## config.mk

```make
export PLATFORM = sky130hd
export DESIGN_NAME = vga_scanout
export DESIGN_NICKNAME = d
export VERILOG_FILES = /design/src/rtl/vga_scanout.sv
export SDC_FILE = /design/constraint.sdc
export NUM_CORES = 1
export LEC_CHECK = 0
export CORE_ASPECT_RATIO = 1.5
export CORE_MARGIN = 2
export CORE_UTILIZATION = 54
export DETAILED_ROUTE_END_ITERATION = 8
export PLACE_DENSITY_LB_ADDON = 0.3
export SLEW_MARGIN = 20
export SYNTH_ARGS = -nofsm -noshare
export SYNTH_HDL_FRONTEND = slang
export SYNTH_SLANG_ARGS = --single-unit
```

## constraint.sdc

```tcl
create_clock -name clock -period 2 [get_ports clock]
set_input_delay 0.3 -clock clock [delete_from_list [all_inputs] [get_ports clock]]
set_output_delay 0.3 -clock clock [all_outputs]
set_load 0.02 [all_outputs]
```

## src/rtl/vga_scanout.sv

```systemverilog
// vga_scanout: raster scan-out from the frame-buffer RAM read port to a VGA monitor.
// The counters generate the RAM read address and enable in raster order. Sync, blank and
// first-pixel flags go through a delay line that matches the two-cycle RAM read latency.
// RGB, syncs, blank and frame_start leave the block aligned, 4 cycles after the counter state.
// Optional feature macro: VGA_SCANOUT_PALETTE_EN adds a writable 16-entry colour palette.
// Without it, pixels use a fixed grey ramp.

module vga_scanout #(
  parameter int H_ACTIVE  = 640,
  parameter int H_FP      = 16,
  parameter int H_SYNC    = 96,
  parameter int H_BP      = 48,
  parameter int V_ACTIVE  = 480,
  parameter int V_FP      = 10,
  parameter int V_SYNC    = 2,
  parameter int V_BP      = 33,
  parameter int DATA_SIZE = 4
) (
  input  logic                        clock,
  input  logic                        reset_n,
  output logic                        rd_en,
  output logic [18:0]                 rd_addr,
  input  logic signed [DATA_SIZE-1:0] rd_data,
  output logic [3:0]                  red,
  output logic [3:0]                  green,
  output logic [3:0]                  blue,
  output logic                        hsync,
  output logic                        vsync,
  output logic                        blank,
  output logic                        frame_start
`ifdef VGA_SCANOUT_PALETTE_EN
  ,
  input  logic                        pal_wr_en,
  input  logic [3:0]                  pal_wr_idx,
  input  logic [11:0]                 pal_wr_data
`endif
);

  localparam int H_TOTAL = H_ACTIVE + H_FP + H_SYNC + H_BP;
  localparam int V_TOTAL = V_ACTIVE + V_FP + V_SYNC + V_BP;
  localparam int HW      = $clog2(H_TOTAL);
  localparam int VW      = $clog2(V_TOTAL);

  localparam logic [HW-1:0] H_ACT_END  = HW'(H_ACTIVE);
  localparam logic [HW-1:0] H_SYNC_BEG = HW'(H_ACTIVE + H_FP);
  localparam logic [HW-1:0] H_SYNC_END = HW'(H_ACTIVE + H_FP + H_SYNC);
  localparam logic [HW-1:0] H_LAST     = HW'(H_TOTAL - 1);
  localparam logic [VW-1:0] V_ACT_END  = VW'(V_ACTIVE);
  localparam logic [VW-1:0] V_SYNC_BEG = VW'(V_ACTIVE + V_FP);
  localparam logic [VW-1:0] V_SYNC_END = VW'(V_ACTIVE + V_FP + V_SYNC);
  localparam logic [VW-1:0] V_LAST     = VW'(V_TOTAL - 1);

  // Raster position and running frame-buffer address
  logic [HW-1:0] r_h;
  logic [VW-1:0] r_v;
  logic [18:0]   r_addr;

  // Delay line; index 0 is the stage registered with rd_en/rd_addr, index 2 lines up with rd_data
  logic [2:0]    r_act_p;
  logic [2:0]    r_hs_p;
  logic [2:0]    r_vs_p;
  logic [2:0]    r_first_p;
  logic [18:0]   r_rd_addr;

  // Output stage
  logic [11:0]   r_rgb;
  logic          r_hsync;
  logic          r_vsync;
  logic          r_blank;
  logic          r_frame_start;

  logic          w_h_last;
  logic          w_v_last;
  logic          w_active;
  logic          w_hs_raw;
  logic          w_vs_raw;
  logic          w_first;
  logic [3:0]    w_idx;
  logic [11:0]   w_colour;

  assign w_h_last = (r_h == H_LAST);
  assign w_v_last = (r_v == V_LAST);
  assign w_active = (r_h < H_ACT_END) && (r_v < V_ACT_END);
  assign w_hs_raw = !((r_h >= H_SYNC_BEG) && (r_h < H_SYNC_END));
  assign w_vs_raw = !((r_v >= V_SYNC_BEG) && (r_v < V_SYNC_END));
  assign w_first  = (r_h == '0) && (r_v == '0);

  // Only the low nibble of the pixel selects a colour; it is used as an unsigned index
  assign w_idx = rd_data[3:0];

`ifdef VGA_SCANOUT_PALETTE_EN
  logic [11:0] r_pal [16];

  // Palette register file: reset to the grey ramp, written one entry per cycle
  always_ff @(posedge clock or negedge reset_n) begin
    if (!reset_n) begin
      for (int i = 0; i < 16; i++) begin
        r_pal[i] <= {3{4'(i) ^ 4'h8}};
      end
    end else if (pal_wr_en) begin
      r_pal[pal_wr_idx] <= pal_wr_data;
    end
  end

  // Same-cycle write is not forwarded: the colour stage sees the pre-write entry
  assign w_colour = r_pal[w_idx];
`else
  // Flipping the sign bit turns -8..7 into 0..15, so the ramp runs black to white
  assign w_colour = {3{w_idx ^ 4'h8}};
`endif

  // Raster counters; the address restarts with the frame, so no v*H_ACTIVE multiply is needed
  always_ff @(posedge clock or negedge reset_n) begin
    if (!reset_n) begin
      r_h    <= '0;
      r_v    <= '0;
      r_addr <= '0;
    end else begin
      if (w_h_last) begin
        r_h <= '0;
        r_v <= w_v_last ? '0 : r_v + VW'(1);
      end else begin
        r_h <= r_h + HW'(1);
      end
      if (w_h_last && w_v_last) begin
        r_addr <= '0;
      end else if (w_active) begin
        r_addr <= r_addr + 19'd1;
      end
    end
  end

  // Stage 0 read request plus the three-deep flag delay line that spans the RAM latency
  always_ff @(posedge clock or negedge reset_n) begin
    if (!reset_n) begin
      r_rd_addr <= '0;
      r_act_p   <= '0;
      r_hs_p    <= '1;
      r_vs_p    <= '1;
      r_first_p <= '0;
    end else begin
      r_rd_addr <= r_addr;
      r_act_p   <= {r_act_p[1:0], w_active};
      r_hs_p    <= {r_hs_p[1:0], w_hs_raw};
      r_vs_p    <= {r_vs_p[1:0], w_vs_raw};
      r_first_p <= {r_first_p[1:0], w_first};
    end
  end

  // Colour stage: rd_data is only meaningful when the delayed active flag is set
  always_ff @(posedge clock or negedge reset_n) begin
    if (!reset_n) begin
      r_rgb         <= '0;
      r_hsync       <= 1'b1;
      r_vsync       <= 1'b1;
      r_blank       <= 1'b1;
      r_frame_start <= 1'b0;
    end else begin
      r_rgb         <= r_act_p[2] ? w_colour : 12'h000;
      r_hsync       <= r_hs_p[2];
      r_vsync       <= r_vs_p[2];
      r_blank       <= !r_act_p[2];
      r_frame_start <= r_first_p[2];
    end
  end

  assign rd_en       = r_act_p[0];
  assign rd_addr     = r_rd_addr;
  assign red         = r_rgb[11:8];
  assign green       = r_rgb[7:4];
  assign blue        = r_rgb[3:0];
  assign hsync       = r_hsync;
  assign vsync       = r_vsync;
  assign blank       = r_blank;
  assign frame_start = r_frame_start;

endmodule
```

# == Word-level counts from Yosys, hierarchy flattened ==
# Index checks and enable logic that the tools add are counted.
# op_classes
addsub,3
order_cmp,6
eq_ne,2
muxes,5
bitwise,1
n_reduce_logical,11
# op_table
op,n
2-to-1 mux 19 bit,2
"adder 10 x 1 -> 10 bit, second input constant",2
"== test 10 bit, second input constant",2
logical NOT 10 bit,2
"< comparator 10 bit, second input constant",2
"< comparator 10 x 9 -> 1 bit, second input constant",2
2-to-1 mux 10 bit,2
"adder 19 x 1 -> 19 bit, second input constant",1
2-to-1 mux 12 bit,1
"greater-or-equal comparator 10 bit, second input constant",1
"greater-or-equal comparator 10 x 9 -> 1 bit, second input constant",1
logical AND 1 bit,5
logical NOT 1 bit,3
nonzero test 2 bit,1
NOT 1 bit,1
# word_totals
regBits,86
input_bits,6
out_inout_bits,36
wordCells,41

# == Longest topological paths before layout ==
# Gate-level depths: netlist of run 1.
# depth
ltp_word,4
depth_mapped,7
mapped_depth_nobuf,6

# == Least setup slack after synthesis of run 1 ==
# Ideal clock, no wire load.
# synth_path
path_kind,flip-flop to flip-flop
from,register r_h[0]
to,register r_v[4]
setup_time_ps,77
t_arrival_ps,1628
t_required_ps,1923
slack_ps,294
stages_incl_launch_ff,6
n_path_buf,0
period_less_slack_ps,1706
cell_sequence,dfrtp_1 ha_1 nand4_1 or3_4 or3_1 a21oi_1
# synth_between
elab_chain_cells,1
# synth_rtl
element,line_no,source
from (decl),54,logic [HW-1:0] r_h;
from (signal assigned),123,r_h <= r_h + HW'(1);
== test 10 bit,81,assign w_h_last = (r_h == H_LAST);
to (signal assigned),121,r_v <= w_v_last ? '0 : r_v + VW'(1);
to (decl),55,logic [VW-1:0] r_v;
# No other way between the ends.
# A chain may end at the register's enable or synchronous reset.

# == Worst setup path after layout of run 1 ==
# layout_path
from,register r_h[0]
to,register r_addr[8]
# layout_between
elab_chain_cells,3
word_cells_on_any_way,6
cone_classes,order compare: 1; eq/ne: 1; mux: 1; reduce/logical: 3
# layout_rtl
element,line_no,source
< comparator 10 bit or == test 10 bit (tied branches),"83, 81",
logical AND 1 bit (on tied branches),"83, 125",
nonzero test 2 bit (no line) or 2-to-1 mux 19 bit (tied branches),n/a,
to (signal assigned),128,r_addr <= r_addr + 19'd1;
to (decl),56,logic [18:0] r_addr;
# Parallel ways exist; a longest one is shown, timed or not.

==> results of run 1 <==
-- area by class of cell --
type	instances	area (um^2)
clock buffer	10	138
clock inverter	6	93.8
fill	407	1780
inverter	9	33.8
multi-input combinational	169	1110
sequential	78	1960
tap	72	90.1
timing repair buffer	56	536
-- worst max-delay path by stage --
stage                       from    endpoint  slack, ns
after floorplan           r_h[0]      r_v[4]       0.29
after global placement    r_v[8]  r_addr[15]       0.20
after detailed placement  r_h[0]   r_addr[8]       0.16
after CTS                 r_h[0]   r_addr[8]       0.11
after global routing      r_v[8]  r_addr[17]      0.001
final                     r_h[0]   r_addr[8]       0.16
-- where the power goes --
group,total [W],internal [W],switching [W]
clock network,0.00130,0.000744,0.000556
registers,0.00158,0.00158,0.00000272
logic,0.0000855,0.0000354,0.0000501
-- synthesized netlist by cell type, drive strengths merged --
master	n
a21oi	12
a22o	1
a31o	1
a41oi	1
and2	6
and3	9
and4	5
buf	11
clkbuf	2
dfrtp	69
dfstp	9
ha	5
inv	9
mux2i	1
nand2	13
nand2b	1
nand3	21
nand3b	1
nand4	7
nand4b	2
nor2	17
nor2b	2
nor3	5
nor4	7
nor4bb	1
o21ai	13
o22a	1
o22ai	1
o31a	1
o31ai	1
or2	2
or3	10
or4	2
xnor2	9
xor2	11
-- repair_timing --
item | 4_1_cts | 5_1_grt
hold endpoints to repair | 22 | 0
gates resized for setup | 0 | 2
setup buffers | 0 | 0
hold buffers | 1 | 0
setup endpoints to repair | 0 | 14
-- state kept, by name (all words and copies together) (netlist names) --
signal and count:
blank 1, frame_start 1, hsync 1, r_act_p 3, r_addr 19, r_first_p 3, r_h 10, r_hs_p 3
r_rgb 4, r_v 10, r_vs_p 3, rd_addr 19, vsync 1
-- metrics by stage --
stage | instances | power, W
5_1_grt | 400 | 0.00308
3_3_place_gp | 383 | 0.00170
6_report | 400 | 0.00297
4_1_cts | 400 | 0.00300
2_1_floorplan | 269 | 0.00165
3_5_place_dp | 383 | 0.00170
-- metal layers --
layer | up-vias | GRT usage (%)
met5 | - | 0
met4 | 0 | 12.1
met3 | 22 | 5.07
met2 | 78 | 32.6
met1 | 1088 | 24.3
li1 | 1045 | -
-- worst register-to-register path: stages, from the launching register on --
cell and delay [ns]:
dfrtp_1 0.41, ha_1 0.28, nand4_1 0.15, or3_4 0.39, nor2_2 0.18, buf_4 0.23, nor2_1 0.09
-- logic make-up (layout without fill, tap and decap cells) --
| group | after synthesis | count (layout) | share of synthesized area [%] |
|---|---|---|---|
| AO/OA/AOI/OAI | 32 | 32 | 6.68 |
| multiplexers | 1 | 1 | 0.314 |
| flip-flops | 78 | 78 | 61.7 |
| XOR/XNOR | 20 | 20 | 5.50 |
| buffers and inverters | 22 | 81 | 3.69 |
| adder cells (fa/ha/maj) | 5 | 5 | 1.96 |
| AND/OR/NAND/NOR | 111 | 111 | 20.2 |
==> impl_metrics.sql, run 1 <==
INSERT INTO impl_metrics (metric_group, metric, value, unit) VALUES
('status', 'run_status', 'finished clean', ''),
('placement', 'place_worst_setup_slack', '0.158', 'ns'),
('clock_network', 'clk_root_buffer_cell', 'clkbuf_8', ''),
('timing', 'timing_hold_violations_final', '0', ''),
('layout', 'utilization', '69.0', '%'),
('layout', 'most_frequent_standard_cell_in_the_layout_excluding_fill_and_tap_cells', 'dfrtp_1', ''),
('grt', 'grt_overflow_total', '0', ''),
('placement', 'port_buf_inserts', '41', ''),
('routing', 'dr_wl_met2', '3000', 'um'),
('critical_path', 'crit_slowest_cell', 'dfrtp_1', ''),
('grt', 'first_global_vias', '2174', ''),
('layout', 'num_antenna_cells', '0', ''),
('logic_synthesis', 'syn_area', '0.00318', 'mm^2'),
('logic_synthesis', 'post_synth_inst_count', '269', ''),
('grt', 'grt_pass1_wl', '9980', 'um'),
('timing', 'setup_viol', '0', ''),
('logic_synthesis', 'synth_area_leader_cell', 'dfrtp_1', ''),
('floorplanning', 'die_height', '98.1', 'um'),
('routing', 'routedLengthMet1', '2240', 'um'),
('layout', 'finish.instance_area', '0.00396', 'mm^2'),
('timing', 'finalWorstPathRequiredPeriod', '1.84', 'ns'),
('power', 'power_density', '750', 'mW/mm^2'),
('timing', 'fin_hold_ws', '0.346', 'ns'),
('critical_path', 'slowest_delay', '0.41', 'ns'),
('floorplanning', 'design.portCount', '42', ''),
('power', 'total_leakage_power', '1.70', 'nW'),
('routing', 'route.met3.wl', '275', 'um'),
('critical_path', 'maximum_fanout_count_along_the_critical_path', '14', ''),
('placement', 'hpwlAfterDp', '4100', 'um'),
('logic_synthesis', 'synth.yosys.seq_area_share', '61.7', '%'),
('routing', 'routed_wirelength', '5730', 'um'),
('floorplanning', 'placement_rows', '34', ''),
('critical_path', 'reg2reg_to', 'r_addr[8]', ''),
('layout', 'layout_common_cells', 'dfrtp_1, clkdlybuf4s50_1, nand3_1', ''),
('critical_path', 'critical_path_required', '2.23', 'ns'),
('floorplanning', 'initial_core_util', '55.4', '%'),
('logic_synthesis', 'syn-mean-instance-area', '11.8', 'um^2'),
('timing', 'worstMarginPinSlew', '0.468', 'ns'),
('hold_path', 'min_path_cells', '0', ''),
('routing', 'route.vias.total', '2233', ''),
('critical_path', 'arrival', '2.07', 'ns'),
('routing', 'dr.first_iter.drc_count', '149', ''),
('routing', 'route.detailed.wl_per_inst', '14.3', 'um'),
('critical_path', 'path_depth', '6', ''),
('logic_synthesis', 'synth.ff_latch_count', '78', ''),
('placement', 'placed_area', '0.00372', 'mm^2'),
('routing', 'ant_nets_after_route', '0', ''),
('layout', 'area.growth.synth_to_final', '24.4', '%'),
('logic_synthesis', 'post_synth_main_area_contributors', 'dfrtp_1, dfstp_2, nand3_1, xor2_1, xnor2_1', ''),
('clock_network', 'cts_buffers', '9', ''),
('critical_path', 'crit_family', 'simple AND/OR/NAND/NOR gates', ''),
('clock_network', 'clk_pin_slew_worst_paths', '0.08', 'ns'),
('timing', 'final_max_slew_viol_count', '0', ''),
('critical_path', 'worst_r2r_path_depth', '6', ''),
('logic_synthesis', 'yosys.cell_types.count', '43', ''),
('clock_network', 'number_of_sinks_on_the_clock_net', '78', ''),
('critical_path', 'timing.critical_path.from_type', 'flop', ''),
('timing', 'max_freq', '544', 'MHz'),
('critical_path', 'worst-setup-path-type', 'flop to flop', ''),
('routing', 'drt-pass1-iter-count', '4', ''),
('timing', 'final.period_utilization', '91.9', '%'),
('logic_synthesis', 'yosysTopAreaCellShare', '54.2', '%'),
('floorplanning', 'die_width', '66.7', 'um'),
('hold_path', 'min_delay_worst_endpoint', 'r_first_p[1]', ''),
('routing', 'route.detailed.drc', '0', ''),
('clock_network', 'worst_skew_pair_latency', '0.35', 'ns'),
('placement', 'routabilityCongestion', '0.876', ''),
('logic_synthesis', 'mappedNetlistNets', '280', ''),
('critical_path', 'worstReg2RegStart', 'r_h[0]', ''),
('routing', 'highest_signal_layer_in_the_routed_design', 'met4', ''),
('hold_path', 'worstHoldPathType', 'flop to flop', '');
No activity file was read; power rests on OpenSTA's default activity.
==> run 2, diff against run 1 <==
--- a/config.mk
+++ b/config.mk
@@ -5,12 +5,14 @@
 export SDC_FILE = /design/constraint.sdc
 export NUM_CORES = 1
 export LEC_CHECK = 0
+export ABC_AREA = 0
 export CORE_ASPECT_RATIO = 1.5
 export CORE_MARGIN = 2
-export CORE_UTILIZATION = 54
+export CORE_UTILIZATION = 30
 export DETAILED_ROUTE_END_ITERATION = 8
 export PLACE_DENSITY_LB_ADDON = 0.3
 export SLEW_MARGIN = 20
 export SYNTH_ARGS = -nofsm -noshare
 export SYNTH_HDL_FRONTEND = slang
 export SYNTH_SLANG_ARGS = --single-unit
+export TNS_END_PERCENT = 100
==> run 2 against run 1 <==
Sequential power is essentially flat. Flip-flop and latch count unchanged. Maximum frequency shrank 0.24%. Sequential share of layout area fell by 1.9 points. Critical endpoint is now r_addr[18].
==> impl_metrics.sql, run 2 (synthesized netlist as in run 1, its figures left out) <==
INSERT INTO impl_metrics (metric_group, metric, value, unit) VALUES
('status', 'run_status', 'finished clean', ''),
('placement', 'place_worst_setup_slack', '0.164', 'ns'),
('clock_network', 'number_of_sinks_on_the_clock_net', '78', ''),
('placement', 'routabilityCongestion', '0.766', ''),
('grt', 'first_global_vias', '2118', ''),
('floorplanning', 'core', '0.0105', 'mm^2'),
('grt', 'grt_util_overall', '11.5', '%'),
('clock_network', 'worst_case_clock_buffer_depth', '2', ''),
('timing', 'worstMarginPinSlew', '0.456', 'ns'),
('timing', 'setup-tns-final', '0', 'ns'),
('floorplanning', 'placement_rows', '46', ''),
('run', 'drv_cap', '0', ''),
('layout', 'layout-drive-gt1-share', '14.1', '%'),
('hold_path', 'worstHoldPathType', 'flop to flop', ''),
('clock_network', 'depth_of_the_cts_h_tree', '3', ''),
('grt', 'grt_pass1_wl', '10100', 'um'),
('critical_path', 'worst-setup-path-type', 'flop to flop', ''),
('critical_path', 'timing.critical_path.from_type', 'flop', ''),
('clock_network', 'cts_buffers', '9', ''),
('timing', 'setup_viol', '0', ''),
('power', 'power_density', '799', 'mW/mm^2'),
('placement', 'hpwlAfterDp', '4260', 'um'),
('routing', 'dr.first_iter.drc_count', '120', ''),
('timing', 'timing.max_slew.rel_slack', '69.3', '%'),
('critical_path', 'maximum_fanout_count_along_the_critical_path', '8', ''),
('power', 'vdd_ir_drop_max', '0.000341', 'V'),
('floorplanning', 'design.portCount', '42', ''),
('critical_path', 'critical_path_required', '2.25', 'ns'),
('timing', 'finalWorstSetupSlack', '0.158', 'ns'),
('placement', 'port_buf_inserts', '41', ''),
('power', 'total_leakage_power', '1.72', 'nW'),
('critical_path', 'crit_path_cell_trace', 'ha_1 -> and4_1 -> nand3_4 -> or4_1 -> a21oi_1', ''),
('timing', 'final.period_utilization', '92.1', '%'),
('timing', 'max_freq', '543', 'MHz'),
('timing', 'finalWorstPathRequiredPeriod', '1.84', 'ns'),
('floorplanning', 'die_height', '130', 'um'),
('grt', 'grt_overflow_total', '0', ''),
('clock_network', 'clk_pin_slew_worst_paths', '0.06', 'ns'),
('floorplanning', 'die_width', '88.1', 'um'),
('layout', 'most_frequent_standard_cell_in_the_layout_excluding_fill_and_tap_cells', 'dfrtp_1', ''),
('critical_path', 'worst-path-buf-inv', '0', ''),
('floorplanning', 'design.die.area', '0.0115', 'mm^2'),
('layout', 'area.growth.synth_to_final', '29.2', '%'),
('critical_path', 'crit_slowest_cell', 'or4_1', ''),
('clock_network', 'worst_skew_pair_latency', '0.33', 'ns'),
('layout', 'num-nets-final', '332', ''),
('routing', 'route.vias.total', '2166', ''),
('critical_path', 'crit_family', 'simple AND/OR/NAND/NOR gates', ''),
('routing', 'vias_per_cell', '4.61', ''),
('clock_network', 'cts_tree', 'yes', ''),
('routing', 'drt-pass1-iter-count', '6', ''),
('critical_path', 'setup.reg_to_reg.worst_slack', '0.16', 'ns'),
('critical_path', 'slowest_delay', '0.51', 'ns'),
('routing', 'ant_nets_after_route', '0', ''),
('grt', 'grt_max_degree', '43', ''),
('timing', 'final_max_slew_viol_count', '0', ''),
('floorplanning', 'initial_core_util', '30.4', '%'),
('layout', 'layout_common_cells', 'dfrtp_1, clkdlybuf4s50_1, nand3_1', ''),
('critical_path', 'arrival', '2.09', 'ns'),
('timing', 'timing_hold_violations_final', '0', ''),
('layout', 'num_antenna_cells', '0', ''),
('routing', 'routed_wirelength', '5990', 'um'),
('clock_network', 'clk_root_buffer_cell', 'clkbuf_16', ''),
('clock_network', 'cts-resized-gates', '0', ''),
('routing', 'route.detailed.wl_per_inst', '12.7', 'um'),
('routing', 'route.detailed.drc', '0', ''),
('timing', 'rsz0062_at_grt', 'no', ''),
('critical_path', 'setup.worst_path.end_class', 'flop', ''),
('timing', 'finalClockSkew', '0.00568', 'ns'),
('grt', 'initial_antenna_violation_count', '0', '');
==> run 2: changes by cell type in the layout (fill, tap and decap cells not counted), sizes merged <==
cell	previous run	this run
bufinv	2	1
buf	15	13
inv	10	9
clkbuf	10	11
clkinvlp	1	2
==> run 2: worst register-to-register path: cells and delay by family (launching register included) <==
kind,cells,cell delay [ns]
AND/OR/NAND/NOR,3,0.99
AO/OA/AOI/OAI,1,0.16
adder cells (fa/ha/maj),1,0.22
flip-flops,1,0.40
==> run 2: per-layer routing <==
metal  part of all wire [%]  GRT usage, %  routed length (um)
met1                     41          12.5                2440
met2                     55          20.7                3270
met3                    2.6          2.28                 158
met4                    2.1          5.88                 125
met5                      0             0                   0
==> run 2: report_power, final <==
group	leakage (nW)	switching [W]	internal, W	total [W]
Sequential	0.995	0.00000279	0.00158	0.00159
Combinational	0.587	0.0000516	0.0000354	0.0000870
Clock	0.142	0.000614	0.00100	0.00161
==> run 2: path summary, 6_finish.rpt <==
kind                            startpoint  cells after the start    endpoint
worst max-delay path             r_addr[0]                      5  r_addr[18]
worst min-delay path            r_act_p[1]                      0  r_act_p[2]
worst max register to register   r_addr[0]                      5  r_addr[18]
worst min register to register  r_act_p[1]                      0  r_act_p[2]
max in group asynchronous          reset_n                      3   r_hs_p[1]
min in group asynchronous          reset_n                      2  rd_addr[9]
==> run 2: layout make-up <==
| type | instances | area (um^2) |
|---|---|---|
| clock buffer | 11 | 243 |
| clock inverter | 5 | 58.8 |
| fill | 1042 | 6360 |
| inverter | 9 | 33.8 |
| multi-input combinational | 169 | 1100 |
| sequential | 78 | 1960 |
| tap | 144 | 180 |
| timing repair buffer | 54 | 533 |
==> run 2: what timing repair did <==
action / 4_1_cts / 5_1_grt
endpoints found under the hold margin: 34 / 0
endpoints found under the setup margin: 0 / 0
hold buffers: 1 / 0
buffers inserted: 0 / 0
==> run 2: through the flow <==
step                instances  hold slack [ns]  power, W  util, %  cell area (um^2)
floorplan                 269          0.00441   0.00165        -              3180
detailed placement        453            0.287   0.00170     36.3              3800
CTS                       470            0.350   0.00334     39.3              4120
global placement          453            0.284   0.00170     36.3              3800
global route              470            0.352   0.00340     39.3              4120
finish                    470            0.348   0.00329     39.3              4120
==> run 3, diff against run 2 <==
--- a/config.mk
+++ b/config.mk
@@ -6,6 +6,7 @@
 export NUM_CORES = 1
 export LEC_CHECK = 0
 export ABC_AREA = 0
+export ABC_CLOCK_PERIOD_IN_PS = 2000
 export CORE_ASPECT_RATIO = 1.5
 export CORE_MARGIN = 2
 export CORE_UTILIZATION = 30
==> results of run 3 <==
The final DEF is identical to that of run 2; final timing and power are the same.
